--- config.mk ---
export PLATFORM = sky130hd
export DESIGN_NAME = loadcalc
export DESIGN_NICKNAME = d
export VERILOG_FILES = /design/src/rtl/loadcalc_pkg.sv /design/src/rtl/loadcalc_loadext.sv /design/src/rtl/loadcalc.sv
export SDC_FILE = /design/constraint.sdc
export NUM_CORES = 1
export LEC_CHECK = 0
export CAP_MARGIN = 20
export CELL_PAD_IN_SITES_DETAIL_PLACEMENT = 1
export CELL_PAD_IN_SITES_GLOBAL_PLACEMENT = 1
export CORE_ASPECT_RATIO = 1.4
export CORE_MARGIN = 1
export CORE_UTILIZATION = 38
export DETAILED_ROUTE_END_ITERATION = 10
export PLACE_DENSITY_LB_ADDON = 0.1
export SYNTH_ARGS = -nofsm -noshare
export SYNTH_HDL_FRONTEND = slang
export SYNTH_SLANG_ARGS = --single-unit
--- constraint.sdc ---
create_clock -name clk -period 5.8 [get_ports clk]
set_input_delay 0.87 -clock clk [delete_from_list [all_inputs] [get_ports clk]]
set_output_delay 0.87 -clock clk [all_outputs]
set_load 0.1 [all_outputs]
--- src/rtl/loadcalc_pkg.sv ---
// loadcalc_pkg: access-type codes, FSM states and decode helpers shared by the load path
package loadcalc_pkg;

    // Access-type codes, identical to the store aligner's encoding
    localparam logic [2:0] SL_WORD      = 3'd0;
    localparam logic [2:0] SL_HALF      = 3'd1;
    localparam logic [2:0] SL_BYTE      = 3'd2;
    localparam logic [2:0] SL_WORDLEFT  = 3'd3;
    localparam logic [2:0] SL_WORDRIGHT = 3'd4;

    typedef enum logic [1:0] {
        S_IDLE = 2'd0,
        S_REQ  = 2'd1,
        S_DONE = 2'd2
    } state_e;

    function automatic logic is_load(input logic [2:0] c);
        return c <= SL_WORDRIGHT;
    endfunction

    // Only word and halfword have alignment rules; LWL/LWR and bytes take any address
    function automatic logic misaligned(input logic [2:0] c, input logic [1:0] b);
        return (c == SL_WORD && b != 2'd0) || (c == SL_HALF && b[0]);
    endfunction

endpackage

--- src/rtl/loadcalc_loadext.sv ---
// loadext: combinational extraction, extension and LWL/LWR merge of a returned bus word
//   m    : word returned by the bus
//   b    : byte offset of the load address
//   ctrl : access type
//   sign : 1 = sign-extend byte/half
//   rt   : old rt value, kept in the bytes LWL/LWR do not replace
//   word : load result
module loadext
    import loadcalc_pkg::*;
(
    input  logic [31:0] m,
    input  logic [1:0]  b,
    input  logic [2:0]  ctrl,
    input  logic        sign,
    input  logic [31:0] rt,
    output logic [31:0] word
);

    logic [4:0]  lsh;
    logic [4:0]  rsh;
    logic [31:0] lmask;
    logic [31:0] rmask;
    logic [31:0] sm;
    logic [15:0] h;
    logic [7:0]  y;

    // 8*(3-b) equals {~b,3'b000} for a 2-bit offset
    assign lsh   = {~b, 3'b000};
    assign rsh   = {b, 3'b000};
    assign lmask = 32'hFFFF_FFFF << lsh;
    assign rmask = 32'hFFFF_FFFF >> rsh;
    assign sm    = m >> rsh;
    assign h     = b[1] ? m[31:16] : m[15:0];
    assign y     = sm[7:0];

    always_comb begin
        word = ctrl == SL_WORD      ? m :
               ctrl == SL_HALF      ? {{16{sign & h[15]}}, h} :
               ctrl == SL_BYTE      ? {{24{sign & y[7]}}, y} :
               ctrl == SL_WORDLEFT  ? ((m << lsh) & lmask) | (rt & ~lmask) :
               ctrl == SL_WORDRIGHT ? (sm & rmask) | (rt & ~rmask) :
                                      32'h0;
    end

endmodule

--- src/rtl/loadcalc.sv ---
// loadcalc: M-stage load unit - bus read, wait for ack, extract/merge, one registered result to W
//   Req/Adrin/SLCtrl/LdSign/RtOld : load request, sampled in IDLE/DONE
//   Flush                         : abort outstanding load, drop a request in the same cycle
//   BusAddr/BusRd/BusRData/BusAck : word-aligned read on the data bus
//   Dout/DoutValid                : load result and its one-cycle valid pulse
//   Busy                          : pipeline stall
//   AdEL/BusErr                   : misaligned-load and ack-timeout pulses
module loadcalc
    import loadcalc_pkg::*;
#(
    parameter int TIMEOUT = 16,
    parameter int CNTW    = 8
)(
    input  logic        clk,
    input  logic        reset_n,
    input  logic        Req,
    input  logic [31:0] Adrin,
    input  logic [2:0]  SLCtrl,
    input  logic        LdSign,
    input  logic [31:0] RtOld,
    input  logic        Flush,
    output logic [31:0] BusAddr,
    output logic        BusRd,
    input  logic [31:0] BusRData,
    input  logic        BusAck,
    output logic [31:0] Dout,
    output logic        DoutValid,
    output logic        Busy,
    output logic        AdEL,
    output logic        BusErr
);

    state_e      state;
    logic [CNTW-1:0] cnt;
    logic [2:0]  ctrl;
    logic        sign;
    logic [1:0]  bsel;
    logic [31:0] rt;
    logic [31:0] ext;
    logic        take;
    logic        mis;

    // A flushed cycle never accepts, so a request alongside Flush is simply lost
    assign take = state != S_REQ && Req && !Flush && is_load(SLCtrl);
    assign mis  = misaligned(SLCtrl, Adrin[1:0]);

    assign BusRd     = state == S_REQ;
    assign DoutValid = state == S_DONE;
    assign Busy      = BusRd || (take && !mis);

    loadext u_ext (
        .m    (BusRData),
        .b    (bsel),
        .ctrl (ctrl),
        .sign (sign),
        .rt   (rt),
        .word (ext)
    );

    always_ff @(posedge clk or negedge reset_n) begin
        if (!reset_n) begin
            state   <= S_IDLE;
            cnt     <= '0;
            ctrl    <= '0;
            sign    <= 1'b0;
            bsel    <= '0;
            rt      <= '0;
            BusAddr <= '0;
            Dout    <= '0;
            AdEL    <= 1'b0;
            BusErr  <= 1'b0;
        end else begin
            AdEL   <= 1'b0;
            BusErr <= 1'b0;
            if (take) begin
                ctrl    <= SLCtrl;
                sign    <= LdSign;
                bsel    <= Adrin[1:0];
                rt      <= RtOld;
                BusAddr <= {Adrin[31:2], 2'b00};
                cnt     <= '0;
                AdEL    <= mis;
                state   <= mis ? S_IDLE : S_REQ;
            end else begin
                case (state)
                    S_REQ: begin
                        if (Flush) begin
                            state <= S_IDLE;
                            cnt   <= '0;
                        end else if (BusAck) begin
                            Dout  <= ext;
                            state <= S_DONE;
                        end else if (cnt == CNTW'(TIMEOUT - 1)) begin
                            BusErr <= 1'b1;
                            state  <= S_IDLE;
                            cnt    <= '0;
                        end else begin
                            cnt <= cnt + 1'b1;
                        end
                    end
                    S_DONE:  state <= S_IDLE;
                    default: state <= S_IDLE;
                endcase
            end
        end
    end

endmodule

* Word level (Yosys, flattened, before mapping)
Cells that the tools add are included.
Storage, ports and cells: latch bits 0, flip-flop bits (word level) 112, memory bits (read-only) 0, output and inout bits 69, RAM bits 0, input port bits 105, logic and storage cells 79, memories kept 0
Cells by class: reductions and logical operators 16, bitwise operators 13, multipliers 0, equality and inequality tests 11, $add $sub $neg 1, magnitude comparators 1, shift-type cells 4, muxes and demuxes 23, divide/modulo/power cells 0
Operators by type and width (count):
- 32-bit 2-to-1 mux | 5
- 32-bit AND | 4
- 32-bit NOT | 2
- 32-bit bitwise OR | 2
- 8-bit 2-to-1 mux | 5
- 32-bit by 5-bit left shift with 32-bit output | 1
- 32-bit by 5-bit left shift with 32-bit output, first input constant | 1
- 32-bit by 5-bit >> shifter with 32-bit output | 1
- 32-bit by 5-bit >> shifter with 32-bit output, first input constant | 1
- 16-bit 2-to-1 mux | 1
- 2-bit 2-to-1 mux | 5
- 8-bit by 1-bit adder with 8-bit output, second input constant | 1
- 8-bit by 4-bit equality test with 1-bit output, second input constant | 1
- 1-bit 2-to-1 mux | 7
- 3-bit by 1-bit equality test with 1-bit output, second input constant | 2
- 3-bit by 2-bit equality test with 1-bit output, second input constant | 2
- 1-bit logical AND | 6
- 3-bit logical NOT | 2
- 5-bit by 2-bit != test with 1-bit output, second input constant | 1
- 4-bit AND reduction | 1
- 2-bit nonzero test | 2
- 3-bit equality test, second input constant | 1
- 3-bit <= comparator, second input constant | 1
- 3-bit by 2-bit != test with 1-bit output, second input constant | 1
- 9 further kinds | 13

* Longest topological paths before layout
Gate-level depths: netlist of the first run.
word-level depth 9, mapped depth 8, gate-level depth less buffers 7

* Cells and area by module
Synthesis of the first run repeated with hierarchy kept, for this count alone.
Unflattened totals: cells, all modules 591, area total of the unflattened synthesis 6605.1 um2
By module, submodules not included:
- loadcalc | area each 4406.7 um2, cells each 291, instances 1, sequential area each 2802.7 um2
- loadext | area each 2198.4 um2, cells each 300, instances 1, sequential area each 0.0 um2

* Worst setup path after synthesis of the first run
OpenSTA, ideal clock, no wires.
path type input-to-output, start input Flush, end output Busy, path slack 2.455 ns, arrival 2.475 ns, cell stages on the path 7, required time 4.930 ns, buffers on the path 2, cells stage by stage inv_1 -> and3_1 -> and2_1 -> clkbuf_1 -> clkbuf_1 -> nand2_1 -> nand2_1
On the way: word-level cells in the longest chain between the ends 5
Ends and longest elaborated chain:
- from (decl) | RTL line loadcalc.sv:21 | input logic Flush,
- 1-bit logical NOT | RTL line loadcalc.sv:44 | assign take = state != S_REQ && Req && !Flush && is_load(SLCtrl);
- 1-bit logical AND (2 in a row) | RTL line loadcalc.sv:44
- 1-bit logical AND | RTL line loadcalc.sv:49 | assign Busy = BusRd || (take && !mis);
- 1-bit logical OR | RTL line loadcalc.sv:49
- to (decl) | RTL line loadcalc.sv:28 | output logic Busy,
No other way between the ends.

* Worst setup path after layout of the first run
Ends and elaborated chain as after synthesis.

==> results of run 1 <==
==> power by group through the flow <==
stage          Sequential (mW)  Clock [mW]  Combinational, mW
6_report                  1.14       0.656               2.09
4_1_cts                   1.14       0.672               2.10
5_1_grt                   1.17       0.700               2.19
3_5_place_dp              1.15           0               2.09
2_1_floorplan             2.10           0              0.559
3_3_place_gp              1.14           0               2.06
==> registers in the layout, indices dropped and copies added, names as in the netlist <==
name     flops
Dout        32
cnt          8
ctrl         3
rt          32
state        2
AdEL         1
BusErr       1
bsel         2
BusAddr     30
sign         1
==> per-layer routing <==
layer | vias up | track usage | routed length (µm)
li1 | 2838 | - | -
met1 | 3025 | 0.3099 | 8640
met2 | 196 | 0.4676 | 11240
met3 | 60 | 0.04533 | 1085
met4 | 0 | 0.1606 | 1234
met5 | - | 0 | 0
==> metrics by stage <==
step                hold WS [ns]  total power [mW]  std cells  setup slack (ns)
global placement          0.4589             3.205       1075             1.878
global route              0.5102             4.062       1093             1.682
CTS                       0.4859             3.910       1091             1.786
detailed placement        0.4660             3.246       1075             1.801
floorplan                 0.4450             2.656        750             2.455
finish                    0.4792             3.886       1093             1.781
==> cells in the final DEF (no fill, tap or decap), types with 11 or more instances in the layout <==
cell type        synthesis  routed
a21oi_1                 25      25
clkdlybuf4s50_1          0     170
dfrtp_1                112     110
mux2_2                  22      22
mux2i_1                 55      55
nand2_1                259     259
nand2b_1                11      11
nand3_1                 13      13
nor2_1                  30      30
o211ai_1                18      18
o21ai_0                 58      58
o21ai_1                 11      11
o221ai_1                14      14
==> worst max-delay path: stages <==
cell and delay, ns:
clkdlybuf4s50_1 0.44, inv_1 0.14, and3_1 0.22, and2_2 0.17
nand2_1 0.08, nand2_1 0.09, clkdlybuf4s50_1 1.13
==> cell type report <==
class                           count  share of cell area
Sequential cell                   112              0.3346
Inverter                            8            0.003582
Multi-Input combinational cell    578              0.3831
Tap cell                          199             0.02970
Clock buffer                       10             0.02731
Timing Repair Buffer              180              0.2128
Clock inverter                      6            0.008806
==> worst paths after layout <==
check,slack [ns],startpoint,endpoint
hold reg to reg,0.48,BusAddr[16],BusAddr[16]
setup reg to reg,2.94,bsel[1],Dout[20]
min in group asynchronous,0.49,reset_n,rt[25]
setup / recovery,1.78,Flush,Busy
max in group asynchronous,3.99,reset_n,rt[16]
hold / removal,0.48,BusAddr[16],BusAddr[16]
==> kinds of logic (layout without fill, tap and decap cells) <==
kind of cell / count (synthesis) / after routing
xor gates and xnor gates: 4 / 4
DFF: 112 / 112
buffers and inverters: 60 / 204
and+or+nand+nor: 340 / 340
other: 1 / 2
muxes: 78 / 78
adders and majority gates: 1 / 1
AOI/OAI and AO/OA: 153 / 153
==> reports/qor.txt, run 1 <==
FF/Latch Area: 2805 µm²
Die Area: 16,980 µm²
CTS tree: done
Synth Area in Adders: 0.002001
Post-CTS Resized: 0
Maximum net fanout on the critical path: 5
First-pass GRT wire length: 35,830 µm
Count leader, synth: nand2_1
Pin slew with the least headroom to its limit: 1.085 ns
Total number of vias: 6,119
Post-Syn Area: 6253 µm²
Routed Antenna Nets: 0
Xor and xnor fraction of the mapped netlist area: 0.005602
Initial antenna violation count: 0
Count of pins over their slew limit: 0
Hold path cells: 2
Yosys top cell by area: dfrtp_1
Pleak: 3.702 nW
Synth Area in Compound Gates: 0.1497
Final period util: 0.6929
P_int: 1.867 mW
Unique masters post-synth: 46
Top-level I/O count: 174
Post-synth EDFFs: 0
Critical path class: input port to output port
Area contributors post-synth: dfrtp_1 (45%), nand2_1 (16%), mux2i_1 (8.8%)
Clock-pin slew of the registers on the worst-case setup and hold paths: 0.08 ns
# Post-CTS Setup Buffers: 0
Hold Crit Class: flip-flop to flip-flop
Nets@finish: 995
Setup TNS after final layout: 0 ns
WP data arrival: 3.15 ns
Top post-synthesis cells by count: nand2_1 (259), dfrtp_1 (112), o21ai_0 (58)
Worst setup EP type: output port
DR pass1 iterations: 4
Core region area: 16,100 µm²
Largest net degree at the start of global routing: 70
Max_slew headroom: 0.2749
CTS Buffer Depth: 2
RSZ-0062 raised after global routing: no
Layout cells sized above 1: 0.05928
Root buffer cell: clkbuf_16
Starting density of the core: 0.3883
Min Tclk post-route: 4.019 ns
Largest family of logic cells by synthesized area: simple AND/OR/NAND/NOR gates
Post-synthesis mux area share: 0.1313
Startpoint Class: input port
Cell Area, Placed: 8058 µm²
Final Skew: 0.01153 ns
DP HPWL: 16,760 µm
Max cap viols: 0
Switching pwr: 2.020 mW
Htree depth: 3
Die Ht: 153.8 µm
Post-CTS Hold Fix Bufs: 0
Final setup violating endpoints: 0
CTS buffer count: 9
Remaining DRCs: 0
Clk_lat worst skew: 0.36 ns
Final Hold Vio Count: 0
Grt ovf: 0
Sw frac: 0.5196
Overall routed net length: 22,200 µm
Avg Cell Area, Syn: 8.349 µm²
GRT Overall Usage: 0.2692
TritonCTS sink count: 112
Final core utilization: 0.5206
Post-synth top flop: dfrtp_1
Register bit total from synthesis: 112
Iteration-0 DRC Markers: 304
ANT cells: 0
Multi-input logic area: 3212 µm²
Die width: 110.4 µm
Simple-gate share of the synthesized area: 0.2237
Post-synthesis sequential area ratio: 0.4482
Area delta synth->final: 34.05%
Routability Congestion: 0.9018
Clock share of power: 0.169
Post-route design area: 8383 µm²
Port bufs: 171
Asr flop ratio synth: 1.000
Average routed wire per standard cell: 20.31 µm
Post-Syn Instances: 749
Pwr dens: 463.6 nW/µm²
Combinational fraction of design power: 0.539
Outcome: complete, no violations
Post-synth top area share: 0.4482
Vias in the first global route: 6,608
Vias per cell: 5.598
Fillers: 1,939
Sequential power share: 0.292
FP Rows: 55
R2R depth: 6
Max VDD drop: 327.6 µV
YS warnings: 0
Achievable Freq: 248.8 MHz
Worst EP required: 4.93 ns
No activity file was read; power rests on OpenSTA's default activity.
==> run 2, diff against run 1 <==
Settings changed: CORE_UTILIZATION 38 to 35.
Clock period 5.8 ns to 3.97 ns, I/O delays scaled along.
==> reports/qor.txt, run 2 (synthesized netlist as in run 1, its figures left out) <==
Layout cells sized above 1: 0.06145
Sw frac: 0.5281
Total number of vias: 6,077
R2R depth: 6
Combinational fraction of design power: 0.540
Starting density of the core: 0.3594
Outcome: complete, no violations
Worst r2r src: bsel[0]
Achievable Freq: 349.1 MHz
Grt ovf: 0
Most common cell after layout, fill and taps aside: nand2_1
Final Skew: 0.01099 ns
DP HPWL: 17,210 µm
Final period util: 0.7215
Final WS setup: 1.106 ns
Vias in the first global route: 6,521
Largest net degree at the start of global routing: 72
Average routed wire per standard cell: 20.13 µm
R2R Path End: Dout[2]
Clock share of power: 0.160
Max VDD drop: 308.2 µV
Pleak: 3.699 nW
Hold Crit Class: input port to async pin
Max_slew headroom: 0.2993
Total design power: 5.645 mW
Cell Area, Placed: 8117 µm²
CP peak stage delay: 1.13 ns
CTS Buffer Depth: 2
Switching pwr: 2.982 mW
Sequential power share: 0.300
Die Ht: 160.2 µm
Overall routed net length: 22,770 µm
CTS tree: done
ANT cells: 0
Critical path capture point: BusRd
GRT Overall Usage: 0.2561
Worst setup EP type: output port
Count of pins over their slew limit: 0
Post-CTS Resized: 0
Final setup violating endpoints: 0
Post-CTS Hold Fix Bufs: 0
RSZ-0062 raised after global routing: no
Die width: 115.0 µm
Initial antenna violation count: 0
Max cap viols: 0
Critical path class: flip-flop to output port
Post-route design area: 8403 µm²
Maximum net fanout on the critical path: 6
Setup TNS after final layout: 0 ns
DR pass1 iterations: 4
Worst EP required: 3.37 ns
WP data arrival: 2.27 ns
Iteration-0 DRC Markers: 302
Final Hold Vio Count: 0
TritonCTS sink count: 112
Port bufs: 171
Top Registers: Dout x32, rt x32, BusAddr x30
Vias per cell: 5.373
P_int: 2.664 mW
Core region area: 17,400 µm²
Routability Congestion: 0.9261
Place WS: 0.9705 ns
Slowest stage cell, crit path: clkdlybuf4s50_1
First-pass GRT wire length: 35,820 µm
Nets@finish: 996
CTS buffer count: 9
# Post-CTS Setup Buffers: 0
Most frequent cells in the layout: nand2_1 (259), clkdlybuf4s50_1 (169), dfrtp_1 (110)
Htree depth: 3
Pwr dens: 671.8 nW/µm²
Area delta synth->final: 34.37%
R2r setup slk: 1.16 ns
CP Launch Point: state[1]
Cell Chain, Critical Path: nand2b_1 -> inv_1 -> clkdlybuf4s50_1
FP Rows: 57
Pin slew with the least headroom to its limit: 1.049 ns
Fillers: 2,108
Clock-pin slew of the registers on the worst-case setup and hold paths: 0.08 ns
Root buffer cell: clkbuf_16
Routed Antenna Nets: 0
Min Tclk post-route: 2.864 ns
Clk_lat worst skew: 0.37 ns
Die Area: 18,410 µm²
Startpoint Class: flip-flop
Remaining DRCs: 0
Top-level I/O count: 174
-- run 2: cell count changes in the layout (fill, tap and decap cells not counted), sizes merged --
cell           before  now
clkinv              1    3
clkinvlp            1    0
clkdlybuf4s50     170  169
bufinv              1    0
buf                10   12
-- run 2: how the worst min path moves through the flow --
stage | start | end | slack [ns]
2_1_floorplan | reset_n | AdEL | 0.30
3_3_place_gp | BusAddr[7] | BusAddr[7] | 0.46
3_5_place_dp | BusAddr[28] | BusAddr[28] | 0.47
4_1_cts | reset_n | Dout[27] | 0.41
5_1_grt | reset_n | rt[24] | 0.44
6_report | reset_n | rt[23] | 0.35
-- run 2: per-layer routing --
layer	vias up	global-route usage	routed length [µm]
met1	3028	0.3086	9254
li1	2844	-	-
met2	163	0.4406	11720
met4	0	0.1145	856
met5	-	0	0
met3	42	0.04440	945
-- run 2: power groups by stage --
stage          combinational [mW]  clock [mW]  sequential [mW]
3_5_place_dp                 3.04           0             1.72
2_1_floorplan               0.817           0             3.06
6_report                     3.05       0.902             1.70
5_1_grt                      3.19       0.968             1.73
4_1_cts                      3.05       0.928             1.70
3_3_place_gp                 2.98           0             1.70
-- run 2: final cells by class --
type / instances / area (µm²) / share of cell area
clock buffer: 10 / 229.0 / 0.02725
inverter: 8 / 30.03 / 0.003574
multi-input combinational: 578 / 3212 / 0.3822
timing repair buffer: 181 / 1782 / 0.2120
sequential: 112 / 2805 / 0.3338
tap: 236 / 295.3 / 0.03514
clock inverter: 6 / 50.05 / 0.005956
-- run 2: per-stage QoR --
stage	util	instances	hold slack, ns
finish	0.4829	1131	0.3533
global route	0.4829	1131	0.4365
CTS	0.4825	1130	0.4145
detailed placement	0.4664	1114	0.4652
global placement	0.4664	1114	0.4567
floorplan	-	750	0.2999
-- run 2: critical path: cells and delay by family, from the launching register on --
family / cells / cell delay [ns]
buffers and inverters: 2 / 1.24
AND/OR/NAND/NOR: 1 / 0.24
flip-flops: 1 / 0.42
==> run 3, diff against run 2 <==
Clock period 3.97 ns to 3 ns, I/O delays scaled along.
==> reports/qor.txt, run 3 (synthesized netlist as in run 1, its figures left out) <==
Outcome: complete, no violations
GRT Overall Usage: 0.2599
DR pass1 iterations: 5
ANT cells: 0
Grt ovf: 0
Starting density of the core: 0.3594
Post-CTS Hold Fix Bufs: 0
Final Hold Vio Count: 0
Setup TNS after final layout: 0 ns
Final Skew: 0.006621 ns
Most frequent cells in the layout: nand2_1 (259), dfrtp_1 (110), clkdlybuf4s50_1 (103)
Cell Chain, Critical Path: clkdlybuf4s50_1 -> mux4_2 -> nor4bb_1 -> or3_1 -> buf_4 -> a21oi_1 -> o21ai_0
Final setup violating endpoints: 0
Vias per cell: 5.364
Die Area: 18,410 µm²
Clock-pin slew of the registers on the worst-case setup and hold paths: 0.08 ns
Place WS: 0.2720 ns
Startpoint Class: input port
Remaining DRCs: 0
Vias in the first global route: 6,487
Critical path capture point: Dout[17]
Core region area: 17,400 µm²
Critical path class: input port to flip-flop
Worst r2r src: bsel[1]
Final WS setup: 0.6042 ns
Min Tclk post-route: 2.396 ns
Max VDD drop: 384.2 µV
R2R depth: 6
CP Launch Point: BusRData[31]
TritonCTS sink count: 112
Slowest stage cell, crit path: mux4_2
Largest delay share family, worst path: buffers and inverters
Root buffer cell: clkbuf_16
Largest net degree at the start of global routing: 70
Overall routed net length: 22,990 µm
R2r setup slk: 0.73 ns
RSZ-0062 raised after global routing: no
# Post-CTS Setup Buffers: 0
CTS Buffer Depth: 2
Die Ht: 160.2 µm
Top-level I/O count: 174
Nets@finish: 1,012
Top Registers: Dout x32, rt x32, BusAddr x30
Achievable Freq: 417.4 MHz
Pleak: 3.878 nW
CTS buffer count: 9
Htree depth: 3
Layout cells sized above 1: 0.1515
Max cap viols: 0
Buffers & Inverters on Critical Path: 2
Pin slew with the least headroom to its limit: 1.042 ns
Most common cell after layout, fill and taps aside: nand2_1
Initial antenna violation count: 0
Worst path depth: 7
Maximum net fanout on the critical path: 8
Routed Antenna Nets: 0
Area delta synth->final: 34.55%
Clk_lat worst skew: 0.36 ns
Max_slew headroom: 0.3037
R2R Path End: Dout[1]
Die width: 115.0 µm
Routability Congestion: 0.8986
Pwr dens: 886.4 nW/µm²
Iteration-0 DRC Markers: 254
DP HPWL: 17,550 µm
Port bufs: 171
Worst setup EP type: flip-flop
WP data arrival: 2.64 ns
First-pass GRT wire length: 36,200 µm
Count of pins over their slew limit: 0
CP peak stage delay: 0.57 ns
Final period util: 0.7986
CTS tree: done
Worst EP required: 3.25 ns
Average routed wire per standard cell: 20.04 µm
Total number of vias: 6,152
FP Rows: 57
Fillers: 2,116
Final core utilization: 0.4835
Hold Crit Class: input port to async pin
Post-CTS Resized: 0
==> run 3: cell type report <==
type | count | area (µm²) | area share
multi-input cells | 578 | 3212 | 0.3817
flip-flops and latches | 112 | 2805 | 0.3334
repair buffers | 197 | 1774 | 0.2109
well taps | 236 | 295.3 | 0.03509
clock buffers | 9 | 225.2 | 0.02677
clock inverters | 7 | 72.57 | 0.008625
inverters | 8 | 30.03 | 0.003569
==> run 3: worst min path at each step <==
stage / end / from
after global placement: BusAddr[7] / BusAddr[7]
after global routing: rt[23] / reset_n
after CTS: rt[23] / reset_n
after floorplan: AdEL / reset_n
final: rt[23] / reset_n
after detailed placement: rt[30] / rt[30]
==> run 3: where the power goes <==
group / switching, mW / total, mW / internal, mW
registers: 0.291 / 2.18 / 1.89
clock network: 0.645 / 1.23 / 0.589
logic: 3.03 / 4.05 / 1.01
total: 3.97 / 7.46 / 3.49
==> run 3: through the flow <==
step / power, mW / area, µm² / cells / hold slack (ns)
after detailed placement: 6.262 / 8117 / 1131 / 0.4665
after global routing: 7.803 / 8414 / 1147 / 0.2377
after global placement: 6.196 / 8117 / 1131 / 0.4612
final: 7.459 / 8414 / 1147 / 0.1736
after floorplan: 5.134 / 6257 / 750 / 0.1544
after CTS: 7.520 / 8414 / 1147 / 0.1916
==> run 3: per-layer routing <==
metal	up-vias	global-route usage	share of wire
met3	58	0.03947	0.046
met4	0	0.1452	0.054
met2	200	0.4357	0.50
li1	2872	-	-
met5	-	0	0
met1	3022	0.3149	0.40
